[src/rtl/pwm_pkg.sv]
// Shared definitions for the PWM duty controller: controller FSM states and
// the default duty code range.
package pwm_pkg;

  // Controller FSM states; REPEAT is only reachable when auto-repeat is built.
  typedef enum logic [1:0] {
    IDLE   = 2'd0,
    HOLD   = 2'd1,
    REPEAT = 2'd2
  } state_t;

  // Default duty code range: 10 steps of 10 %, starting at 50 %.
  localparam int DUTY_MAX  = 10;
  localparam int DUTY_INIT = 5;

endpackage

[src/rtl/pwm_duty_controller_if.sv]
// Duty code channel between the duty controller and the PWM generator.
//
// Handshake: duty_valid means a new duty code is pending. The generator raises
// duty_ready at its period boundary; a cycle with duty_valid && duty_ready
// transfers the code and duty_valid drops on the following edge unless a new
// step lands on that same edge. While duty_valid && !duty_ready, duty only
// changes when a new step overwrites the pending code (latest code wins).
interface pwm_duty_controller_if #(
  parameter int DUTY_W = 4
);
  logic [DUTY_W-1:0] duty;
  logic              duty_valid;
  logic              duty_ready;
  logic              at_limit;

  modport master (output duty, output duty_valid, output at_limit, input duty_ready);
  modport slave  (input duty, input duty_valid, input at_limit, output duty_ready);
endinterface

[src/rtl/pwm_button_conditioner.sv]
// Raw push-button conditioning: 2-flop synchronizer, counting debouncer and a
// rising-edge pulse on the debounced level. A button already held when reset
// is released never produces a pulse until it has been seen released.
module pwm_button_conditioner #(
  parameter int DEBOUNCE_CYCLES = 4
) (
  input  logic clock,
  input  logic reset,
  input  logic button,
  output logic level,
  output logic rise
);
  localparam int CNT_W = $clog2(DEBOUNCE_CYCLES + 1);

  logic             sync1_q, sync2_q;
  logic [1:0]       fill_q;
  logic             armed_q;
  logic [CNT_W-1:0] cnt_q;
  logic             level_q, rise_q;
  logic             differ, settle;

  assign differ = (sync2_q != level_q);
  assign settle = differ && (cnt_q == CNT_W'(DEBOUNCE_CYCLES - 1));

  // Synchronizer chain plus a marker telling when sync2_q holds a real sample.
  always_ff @(posedge clock or negedge reset) begin
    if (!reset) begin
      sync1_q <= 1'b0;
      sync2_q <= 1'b0;
      fill_q  <= 2'b00;
    end else begin
      sync1_q <= button;
      sync2_q <= sync1_q;
      fill_q  <= {fill_q[0], 1'b1};
    end
  end

  // Debounce: the level follows only after DEBOUNCE_CYCLES differing samples in a row.
  always_ff @(posedge clock or negedge reset) begin
    if (!reset) begin
      cnt_q   <= '0;
      level_q <= 1'b0;
      rise_q  <= 1'b0;
      armed_q <= 1'b0;
    end else begin
      if (!differ || settle) cnt_q <= '0;
      else                   cnt_q <= cnt_q + 1'b1;
      if (settle) level_q <= sync2_q;
      rise_q  <= settle && sync2_q && armed_q;
      armed_q <= armed_q || (fill_q[1] && !sync2_q);
    end
  end

  assign level = level_q;
  assign rise  = rise_q;
endmodule

[src/rtl/pwm_duty_controller.sv]
// Push-button duty code controller for a PWM generator.
// Optional feature: define PWM_AUTO_REPEAT_EN to build hold-to-repeat stepping
// (HOLD delay then REPEAT period); otherwise each press gives a single step.
module pwm_duty_controller #(
  parameter int DUTY_W          = 4,
  parameter int DUTY_MAX        = pwm_pkg::DUTY_MAX,
  parameter int DUTY_INIT       = pwm_pkg::DUTY_INIT,
  parameter int DEBOUNCE_CYCLES = 4,
  parameter int REPEAT_DELAY    = 32,
  parameter int REPEAT_PERIOD   = 8
) (
  input  logic                          clock,
  input  logic                          reset,
  input  logic                          increment,
  input  logic                          decrement,
  pwm_duty_controller_if.master         bus,
  output pwm_pkg::state_t               dbg_state
);
  localparam logic [DUTY_W:0] MAX_X = (DUTY_W + 1)'(DUTY_MAX);

  logic inc_lvl, inc_rise, dec_lvl, dec_rise;
  logic both_hi, held_lvl;
  logic step_inc, step_dec, changed;

  pwm_pkg::state_t state_q, state_d;
  logic            hold_inc_q, hold_inc_d;
  logic            lock_q, lock_d;
  logic [DUTY_W-1:0] duty_q;
  logic              valid_q;
  logic [DUTY_W:0]   duty_x, duty_nx;

`ifdef PWM_AUTO_REPEAT_EN
  localparam int RMAX  = (REPEAT_DELAY > REPEAT_PERIOD) ? REPEAT_DELAY : REPEAT_PERIOD;
  localparam int CNT_W = $clog2(RMAX + 1);
  logic [CNT_W-1:0] cnt_q, cnt_d;
`else
  // Repeat timing has no effect in the single-step build.
  localparam int unused_repeat_cfg = REPEAT_DELAY + REPEAT_PERIOD;
`endif

  pwm_button_conditioner #(.DEBOUNCE_CYCLES(DEBOUNCE_CYCLES)) u_inc (
    .clock(clock), .reset(reset), .button(increment), .level(inc_lvl), .rise(inc_rise)
  );
  pwm_button_conditioner #(.DEBOUNCE_CYCLES(DEBOUNCE_CYCLES)) u_dec (
    .clock(clock), .reset(reset), .button(decrement), .level(dec_lvl), .rise(dec_rise)
  );

  assign both_hi  = inc_lvl && dec_lvl;
  assign held_lvl = hold_inc_q ? inc_lvl : dec_lvl;

  // FSM state register plus the lockout that waits for both buttons released.
  always_ff @(posedge clock or negedge reset) begin
    if (!reset) begin
      state_q    <= pwm_pkg::IDLE;
      hold_inc_q <= 1'b0;
      lock_q     <= 1'b0;
`ifdef PWM_AUTO_REPEAT_EN
      cnt_q      <= '0;
`endif
    end else begin
      state_q    <= state_d;
      hold_inc_q <= hold_inc_d;
      lock_q     <= lock_d;
`ifdef PWM_AUTO_REPEAT_EN
      cnt_q      <= cnt_d;
`endif
    end
  end

  // Next state and step requests; both buttons high forces IDLE with no step.
  always_comb begin
    state_d    = state_q;
    hold_inc_d = hold_inc_q;
    lock_d     = lock_q;
    step_inc   = 1'b0;
    step_dec   = 1'b0;
`ifdef PWM_AUTO_REPEAT_EN
    cnt_d      = cnt_q;
`endif
    if (both_hi)                 lock_d = 1'b1;
    else if (!inc_lvl && !dec_lvl) lock_d = 1'b0;
    case (state_q)
      pwm_pkg::IDLE: begin
        if (!both_hi && !lock_q && (inc_rise ^ dec_rise)) begin
          step_inc   = inc_rise;
          step_dec   = dec_rise;
          hold_inc_d = inc_rise;
          state_d    = pwm_pkg::HOLD;
`ifdef PWM_AUTO_REPEAT_EN
          cnt_d      = CNT_W'(REPEAT_DELAY);
`endif
        end
      end
      pwm_pkg::HOLD: begin
        if (both_hi || !held_lvl) begin
          state_d = pwm_pkg::IDLE;
        end
`ifdef PWM_AUTO_REPEAT_EN
        else if (cnt_q == CNT_W'(1)) begin
          step_inc = hold_inc_q;
          step_dec = !hold_inc_q;
          cnt_d    = CNT_W'(REPEAT_PERIOD);
          state_d  = pwm_pkg::REPEAT;
        end else begin
          cnt_d = cnt_q - 1'b1;
        end
`endif
      end
`ifdef PWM_AUTO_REPEAT_EN
      pwm_pkg::REPEAT: begin
        if (both_hi || !held_lvl) begin
          state_d = pwm_pkg::IDLE;
        end else if (cnt_q == CNT_W'(1)) begin
          step_inc = hold_inc_q;
          step_dec = !hold_inc_q;
          cnt_d    = CNT_W'(REPEAT_PERIOD);
        end else begin
          cnt_d = cnt_q - 1'b1;
        end
      end
`endif
      default: state_d = pwm_pkg::IDLE;
    endcase
  end

  // Saturating duty arithmetic in one extra bit so nothing can wrap.
  always_comb begin
    duty_x  = {1'b0, duty_q};
    duty_nx = duty_x;
    if (step_inc && (duty_x < MAX_X))      duty_nx = duty_x + 1'b1;
    else if (step_dec && (duty_x != '0))   duty_nx = duty_x - 1'b1;
  end

  assign changed = (duty_nx != duty_x);

  // Duty register and pending flag; a fresh step always re-asserts valid.
  always_ff @(posedge clock or negedge reset) begin
    if (!reset) begin
      duty_q  <= DUTY_W'(DUTY_INIT);
      valid_q <= 1'b0;
    end else begin
      duty_q  <= duty_nx[DUTY_W-1:0];
      valid_q <= changed || (valid_q && !bus.duty_ready);
    end
  end

  assign bus.duty       = duty_q;
  assign bus.duty_valid = valid_q;
  assign bus.at_limit   = (duty_q == '0) || ({1'b0, duty_q} == MAX_X);
  assign dbg_state      = state_q;
endmodule
[src/flat_wrapper.sv]
// flat-port wrapper written by rule: the top's interface ports become plain ports
module pwm_duty_controller_flat 
#(
  parameter int DUTY_W          = 4,
  parameter int DUTY_MAX        = pwm_pkg::DUTY_MAX,
  parameter int DUTY_INIT       = pwm_pkg::DUTY_INIT,
  parameter int DEBOUNCE_CYCLES = 4,
  parameter int REPEAT_DELAY    = 32,
  parameter int REPEAT_PERIOD   = 8
)
  (clock, reset, increment, decrement, dbg_state, bus_duty, bus_duty_valid, bus_at_limit, bus_duty_ready);
  pwm_duty_controller_if #(.DUTY_W(DUTY_W)) bus_i ();
  input  logic clock;
  input  logic reset;
  input  logic increment;
  input  logic decrement;
  output pwm_pkg::state_t dbg_state;
  output wire logic [$bits(bus_i.duty)-1:0] bus_duty;
  output wire logic [$bits(bus_i.duty_valid)-1:0] bus_duty_valid;
  output wire logic [$bits(bus_i.at_limit)-1:0] bus_at_limit;
  input wire logic [$bits(bus_i.duty_ready)-1:0] bus_duty_ready;
  assign bus_duty = bus_i.duty;
  assign bus_duty_valid = bus_i.duty_valid;
  assign bus_at_limit = bus_i.at_limit;
  assign bus_i.duty_ready = bus_duty_ready;
  pwm_duty_controller #(.DUTY_W(DUTY_W), .DUTY_MAX(DUTY_MAX), .DUTY_INIT(DUTY_INIT), .DEBOUNCE_CYCLES(DEBOUNCE_CYCLES), .REPEAT_DELAY(REPEAT_DELAY), .REPEAT_PERIOD(REPEAT_PERIOD)) u_core (.clock(clock), .reset(reset), .increment(increment), .decrement(decrement), .bus(bus_i), .dbg_state(dbg_state));
endmodule
[config.mk]
export PLATFORM = sky130hd
export DESIGN_NAME = pwm_duty_controller_flat
export DESIGN_NICKNAME = d
export VERILOG_FILES = /design/src/rtl/pwm_pkg.sv /design/src/rtl/pwm_duty_controller_if.sv /design/src/rtl/pwm_button_conditioner.sv /design/src/rtl/pwm_duty_controller.sv /design/src/flat_wrapper.sv
export SDC_FILE = /design/constraint.sdc
export NUM_CORES = 1
export LEC_CHECK = 0
export CAP_MARGIN = 20
export CORE_MARGIN = 2
export CORE_UTILIZATION = 35
export CTS_BUF_LIST = sky130_fd_sc_hd__clkbuf_4 sky130_fd_sc_hd__clkbuf_8 sky130_fd_sc_hd__clkbuf_16
export DETAILED_ROUTE_END_ITERATION = 10
export GPL_ROUTABILITY_DRIVEN = 0
export REMOVE_ABC_BUFFERS = 1
export SLEW_MARGIN = 20
export SYNTH_ARGS = -nofsm -noshare
export SYNTH_HDL_FRONTEND = slang
export SYNTH_SLANG_ARGS = --single-unit
[constraint.sdc]
create_clock -name clock -period 4.5 [get_ports clock]
set_input_delay 0.9 -clock clock [delete_from_list [all_inputs] [get_ports clock]]
set_output_delay 0.9 -clock clock [all_outputs]
set_load 0.02 [all_outputs]
==> results of run 1 <==
==> synth_stat cells <==
library cell	n	area (um^2)
inv_1	10	37.54
nor3_1	3	15.01
buf_4	1	7.510
o311ai_1	1	8.760
ha_1	8	100.1
a22oi_1	1	7.510
a21oi_1	3	15.01
nand2b_1	2	12.51
o22ai_2	1	12.51
nand3_1	2	10.01
nand2_1	5	18.77
nor2b_1	2	12.51
a31oi_1	1	6.260
mux2_2	4	45.04
xnor2_1	2	17.52
and2_1	1	6.260
nor3_2	1	10.01
mux2i_1	2	20.02
o21ai_1	1	5.000
conb_1	2	7.510
nor4_2	1	12.51
o21ai_0	1	5.000
nor2_1	10	37.54
and3_1	2	12.51
dfstp_2	2	52.55
a21o_1	3	22.52
xor2_1	3	26.28
dfrtp_1	24	600.6
or4_1	1	7.510
==> logic make-up after synthesis <==
group | after synthesis
AO/OA/AOI/OAI | 12
XOR/XNOR | 5
adder cells (fa/ha/maj) | 8
buffers and inverters | 11
flip-flops | 26
multiplexers | 6
other | 2
AND/OR/NAND/NOR | 30
==> metal layers <==
layer	track usage	wire [um]	part of all wire	vias to the layer above
met2	0.2052	899	0.51	15
met4	0.02736	9	0.0051	0
met3	0.04412	89	0.051	2
met5	0	0	0	-
met1	0.1243	749	0.43	366
li1	-	-	-	359
==> critical path: stages (launching register included) <==
cell             delay (ns)
dfstp_2                0.61
inv_1                  0.08
ha_1                   0.22
nor2b_1                0.15
a21oi_1                0.12
nor2_1                 0.05
clkdlybuf4s50_1        0.53
==> registers in the layout (all words and copies together) (netlist names) <==
signal,flops
u_core.u_inc.armed_q,1
u_core.u_inc.level,1
u_core.dbg_state,1
u_core.bus.duty_valid,1
u_core.bus.duty,4
u_core.u_dec.armed_q,1
u_core.u_inc.sync1_q,1
u_core.u_dec.cnt_q,3
u_core.u_inc.sync2_q,1
u_core.u_dec.sync2_q,1
u_core.hold_inc_q,1
u_core.u_dec.level,1
u_core.u_dec.rise,1
u_core.u_inc.cnt_q,3
u_core.lock_q,1
u_core.u_dec.fill_q,1
u_core.u_dec.sync1_q,1
u_core.u_inc.fill_q,1
u_core.u_inc.rise,1
==> cell type report <==
| cell class | instances | area share |
|---|---|---|
| Timing Repair Buffer | 12 | 0.08585 |
| Clock inverter | 1 | 0.02192 |
| Clock buffer | 3 | 0.01644 |
| Tap cell | 44 | 0.04018 |
| Sequential cell | 26 | 0.4767 |
| Inverter | 10 | 0.02740 |
| Multi-Input combinational cell | 63 | 0.3315 |
==> power breakdown <==
| part | internal, W | leakage (nW) | total, W | switching (W) |
|---|---|---|---|---|
| registers | 0.000293 | 0.320 | 0.000351 | 0.0000579 |
| clock network | 0.0000900 | 0.0279 | 0.000157 | 0.0000674 |
| logic | 0.000139 | 0.286 | 0.000281 | 0.000142 |
| total | 0.000523 | 0.634 | 0.000790 | 0.000267 |
==> per-stage QoR <==
step	hold WS (ns)	power (W)
after global routing	0.3769	0.0008508
after global placement	0.3326	0.0006257
after floorplan	0.3312	0.0005403
after detailed placement	0.3355	0.0006425
after CTS	0.3688	0.0008043
final	0.3650	0.0007899
==> final timing paths <==
check,startpoint,endpoint,slack [ns]
max in group asynchronous,reset,u_core.bus.duty[2],3.28
min in group asynchronous,reset,u_core.bus.duty[1],0.93
worst min-delay path,u_core.u_dec.sync1_q,u_core.u_dec.sync2_q,0.37
worst max-delay path,u_core.bus.duty[0],bus_at_limit,1.54
worst max register to register,u_core.bus.duty[0],u_core.bus.duty[3],2.61
worst min register to register,u_core.u_dec.sync1_q,u_core.u_dec.sync2_q,0.37
==> impl_metrics.csv, run 1 <==
group,metric,value,unit
timing,fmax,337.7,MHz
grt,gr-total-overflow,0,
pwr,power-per-cell-area,576.5,nW/um^2
die,fp-row-count,20,
die,die-area,3768,um^2
layout,nFillCells,331,
die,die_w,61.38,um
layout,layout.cells.non_filler,159,
logic_synthesis,synth_compound_area_frac,0.07166,
layout,final_common_cell,"dfrtp_1",
layout,final_core_util,0.4415,
worst_setup_path,worstSetupEndpointType,"output pin",
layout,area_growth_syn_to_layout,18.89,%
timing,final-max-slew-violation-count,0,
drt,num_vias,742,
grt,antenna_found_initial,0,
job,cap_viol_max_count,0,
logic_synthesis,synth.cell_area,1152,um^2
drt,routed_wl,1748,um
worst_hold_path,hp-class,"register to register",
clock_network,cts_buffers,3,
clock_network,clock_sinks,26,
timing,layout_setup_ws,1.539,ns
pwr,ir_drop,0.2858,mV
logic_synthesis,yosys_warnings,0,
die,pin_count,13,
layout,nNetsFinal,129,
worst_setup_path,critPathRequiredTime,3.60,ns
logic_synthesis,synth_top_family_by_area,"simple AND/OR/NAND/NOR gates",
drt,drtAntennaViolNets,0,
logic_synthesis,synthAdderAreaFrac,0.08686,
placement,hpwl,1321,um
drt,via_per_inst,4.667,
die,coreArea,3103,um^2
drt,first_pass_iters,4,
worst_setup_path,critPathLaunchType,"register",
placement,post-place-ws,1.891,ns
placement,postPlaceCellArea,1318,um^2
logic_synthesis,syn_avg_cell_area,11.52,um^2
timing,setup_viol,0,
layout,finalInstanceArea,1370,um^2
clock_network,clk_pin_slew_worst_paths,0.14,ns
worst_setup_path,reg2reg_depth,6,
drt,drc_errors,0,
clock_network,postCtsSetupRepairBufs,0,
die,start_util,0.3714,
placement,port_buffers,11,
outcome,status,"finished clean",
worst_hold_path,hold-path-cell-count,0,
worst_setup_path,crit_arrival,2.06,ns
clock_network,hold_buffers,0,
worst_setup_path,worst-path-max-fanout,6,
clock_network,cts_tree,"done",
logic_synthesis,synth_mux_area_frac,0.05646,
layout,final_cell_mix,"24 x dfrtp_1, 11 x clkdlybuf4s50_1, 10 x inv_1, 10 x nor2_1, 8 x ha_1",
grt,grt_max_degree,27,
grt,grt_pass1_wl,3077,um
layout,ff_latch_area,653.1,um^2
logic_synthesis,seq_area_frac_synth,0.5668,
layout,drive_gt1_frac,0.1217,
timing,period_share,0.6580,
clock_network,cts_resized,0,
clock_network,cts_htree_levels,1,
logic_synthesis,synth_seq_cells,26,
logic_synthesis,synthXorXnorAreaFrac,0.03800,
logic_synthesis,netlist_instances,100,
placement,post-place-cells,155,
clock_network,clockBufferDepth,2,
timing,tns,0,ns
grt,grt_pass1_vias,737,
logic_synthesis,yosys.area_share.simple,0.1346,
worst_setup_path,crit_type,"register to output pin",
timing,period_minus_slack,2.961,ns
clock_network,clockRootBuffer,"clkbuf_4",
timing,skew,0.002602,ns
die,die_h,61.38,um
clock_network,insertion_delay,0.32,ns
timing,finalHoldViolations,0,
drt,avgRoutedWirePerCell,10.99,um
logic_synthesis,synth_cell_types,29,
timing,rsz0062_at_grt,"no",
layout,n_antenna_cell,0,
layout,multi_input_area,454.2,um^2
grt,grt_util_all_layers,0.1131,
pwr,p_leak,0.6339,nW
drt,drt-initial-drc-count,31,
(Power assumes the default switching activity.)
==> inputs of run 2 (changes only) <==
- clock period: 4.5 -> 2.8 ns (I/O delays scaled with it)
==> impl_metrics.csv, run 2 (same netlist as run 1, synthesis figures left out) <==
group,metric,value,unit
timing,tns,0,ns
worst_setup_path,worst-path-max-fanout,6,
clock_network,hold_buffers,0,
die,fp-row-count,20,
pwr,pwr-share-comb,0.377,
pwr,power-per-cell-area,885.0,nW/um^2
clock_network,cts_resized,0,
drt,drtAntennaViolNets,0,
layout,n_antenna_cell,0,
layout,area_growth_syn_to_layout,17.48,%
worst_hold_path,hp-class,"register to register",
clock_network,clock_sinks,26,
timing,final-max-slew-violation-count,0,
layout,drive_gt1_frac,0.1217,
grt,grt_util_all_layers,0.1168,
worst_setup_path,worstSetupEndpointType,"output pin",
placement,hpwl,1326,um
drt,drc_errors,0,
die,start_util,0.3714,
pwr,seqPwrFrac,0.474,
worst_setup_path,max_stage_delay,0.60,ns
worst_setup_path,slowest_stage,"dfstp_2",
die,coreArea,3103,um^2
placement,port_buffers,11,
worst_setup_path,cp_top_family,"buffers and inverters",
pwr,p_sw_frac,0.3533,
drt,num_vias,716,
drt,avgRoutedWirePerCell,11.24,um
layout,final_cell_mix,"24 x dfrtp_1, 11 x clkdlybuf4s50_1, 10 x inv_1, 10 x nor2_1, 8 x ha_1",
clock_network,insertion_delay,0.31,ns
pwr,p_leak,0.6269,nW
clock_network,cts_buffers,3,
grt,gr-total-overflow,0,
worst_setup_path,critPathLaunchType,"register",
worst_setup_path,crit_type,"register to output pin",
clock_network,clk_pin_slew_worst_paths,0.12,ns
worst_setup_path,critical_path.cell_chain,"inv_1, ha_1, nor2b_1, a21oi_1, nor2_1, clkdlybuf4s50_1",
die,die_w,61.38,um
drt,via_per_inst,4.503,
layout,final_core_util,0.4363,
clock_network,clockBufferDepth,2,
drt,drt-initial-drc-count,18,
drt,first_pass_iters,4,
grt,grt_max_degree,27,
timing,finalHoldViolations,0,
drt,routed_wl,1787,um
pwr,ir_drop,0.4537,mV
layout,final_common_cell,"dfrtp_1",
worst_setup_path,cp.buffers_inverters,2,
die,die_h,61.38,um
timing,skew,0.004112,ns
worst_setup_path,critPathRequiredTime,2.24,ns
clock_network,postCtsSetupRepairBufs,0,
grt,antenna_found_initial,0,
outcome,status,"finished clean",
layout,largest_register_ffs,4,
job,cap_viol_max_count,0,
clock_network,clockRootBuffer,"clkbuf_4",
timing,setup_viol,0,
worst_setup_path,crit_arrival,2.04,ns
timing,rsz0062_at_grt,"no",
grt,grt_pass1_wl,3222,um
timing,period_share,0.9295,
die,pin_count,13,
grt,grt_pass1_vias,764,
clock_network,cts_tree,"done",
pwr,clkPwrFrac,0.149,
pwr,switching_power,0.0004233,W
layout,nNetsFinal,129,
die,die-area,3768,um^2
clock_network,cts_htree_levels,1,
timing,fmax,384.2,MHz
timing,period_minus_slack,2.603,ns
pwr,intPower,0.0007748,W
-- run 2: layout make-up --
| type | count | area (um^2) |
|---|---|---|
| Sequential cell | 26 | 653.1 |
| Fill cell | 303 | 1749 |
| Timing Repair Buffer | 12 | 117.6 |
| Tap cell | 44 | 55.05 |
| Clock buffer | 4 | 36.28 |
| Multi-Input combinational cell | 63 | 454.2 |
| Inverter | 10 | 37.54 |
-- run 2: worst register-to-register path: cells and delay by family (launching register included) --
kind                       cells  cell delay, ns
buffers and inverters          1            0.08
xor gates and xnor gates       1            0.16
adders and majority gates      1            0.22
AOI/OAI and AO/OA              1            0.17
and+or+nand+nor                2            0.56
DFF                            1            0.60
-- run 2: final timing paths --
kind / startpoint / end / slack, ns / cells after the start
min in group asynchronous: reset / u_core.u_inc.sync1_q / 0.61 / 2
setup reg to reg: u_core.bus.duty[0] / u_core.bus.duty[3] / 0.94 / 6
hold reg to reg: u_core.u_dec.sync1_q / u_core.u_dec.sync2_q / 0.36 / 0
max in group asynchronous: reset / u_core.bus.duty[0] / 1.90 / 2
setup / recovery: u_core.bus.duty[0] / bus_at_limit / 0.20 / 6
hold / removal: u_core.u_dec.sync1_q / u_core.u_dec.sync2_q / 0.36 / 0
-- run 2: metrics by stage --
step                power (W)  instances  cell area [um^2]  hold WS, ns  setup slack [ns]
finish               0.001198        159              1354       0.3636            0.1975
global route         0.001305        159              1354       0.3724           0.05509
CTS                  0.001218        159              1354       0.3669            0.1710
detailed placement   0.001031        155              1318       0.3362            0.5415
global placement     0.001004        155              1318       0.3321            0.5803
floorplan           0.0008684         99              1145       0.2644            0.9863
-- run 2: power by group through the flow --
stage	Combinational [W]	Sequential, W	Clock [W]
6_report	0.000452	0.000568	0.000179
5_1_grt	0.000516	0.000584	0.000205
4_1_cts	0.000459	0.000568	0.000191
3_5_place_dp	0.000456	0.000575	0
3_3_place_gp	0.000437	0.000566	0
2_1_floorplan	0.000281	0.000587	0
-- run 2: layer usage --
| metal | global-route usage | share of wire | vias to the layer above |
|---|---|---|---|
| met4 | 0.04559 | 0.013 | 0 |
| met3 | 0.02521 | 0.039 | 4 |
| li1 | - | - | 358 |
| met5 | 0 | 0 | - |
| met2 | 0.2082 | 0.50 | 15 |
| met1 | 0.1372 | 0.45 | 339 |
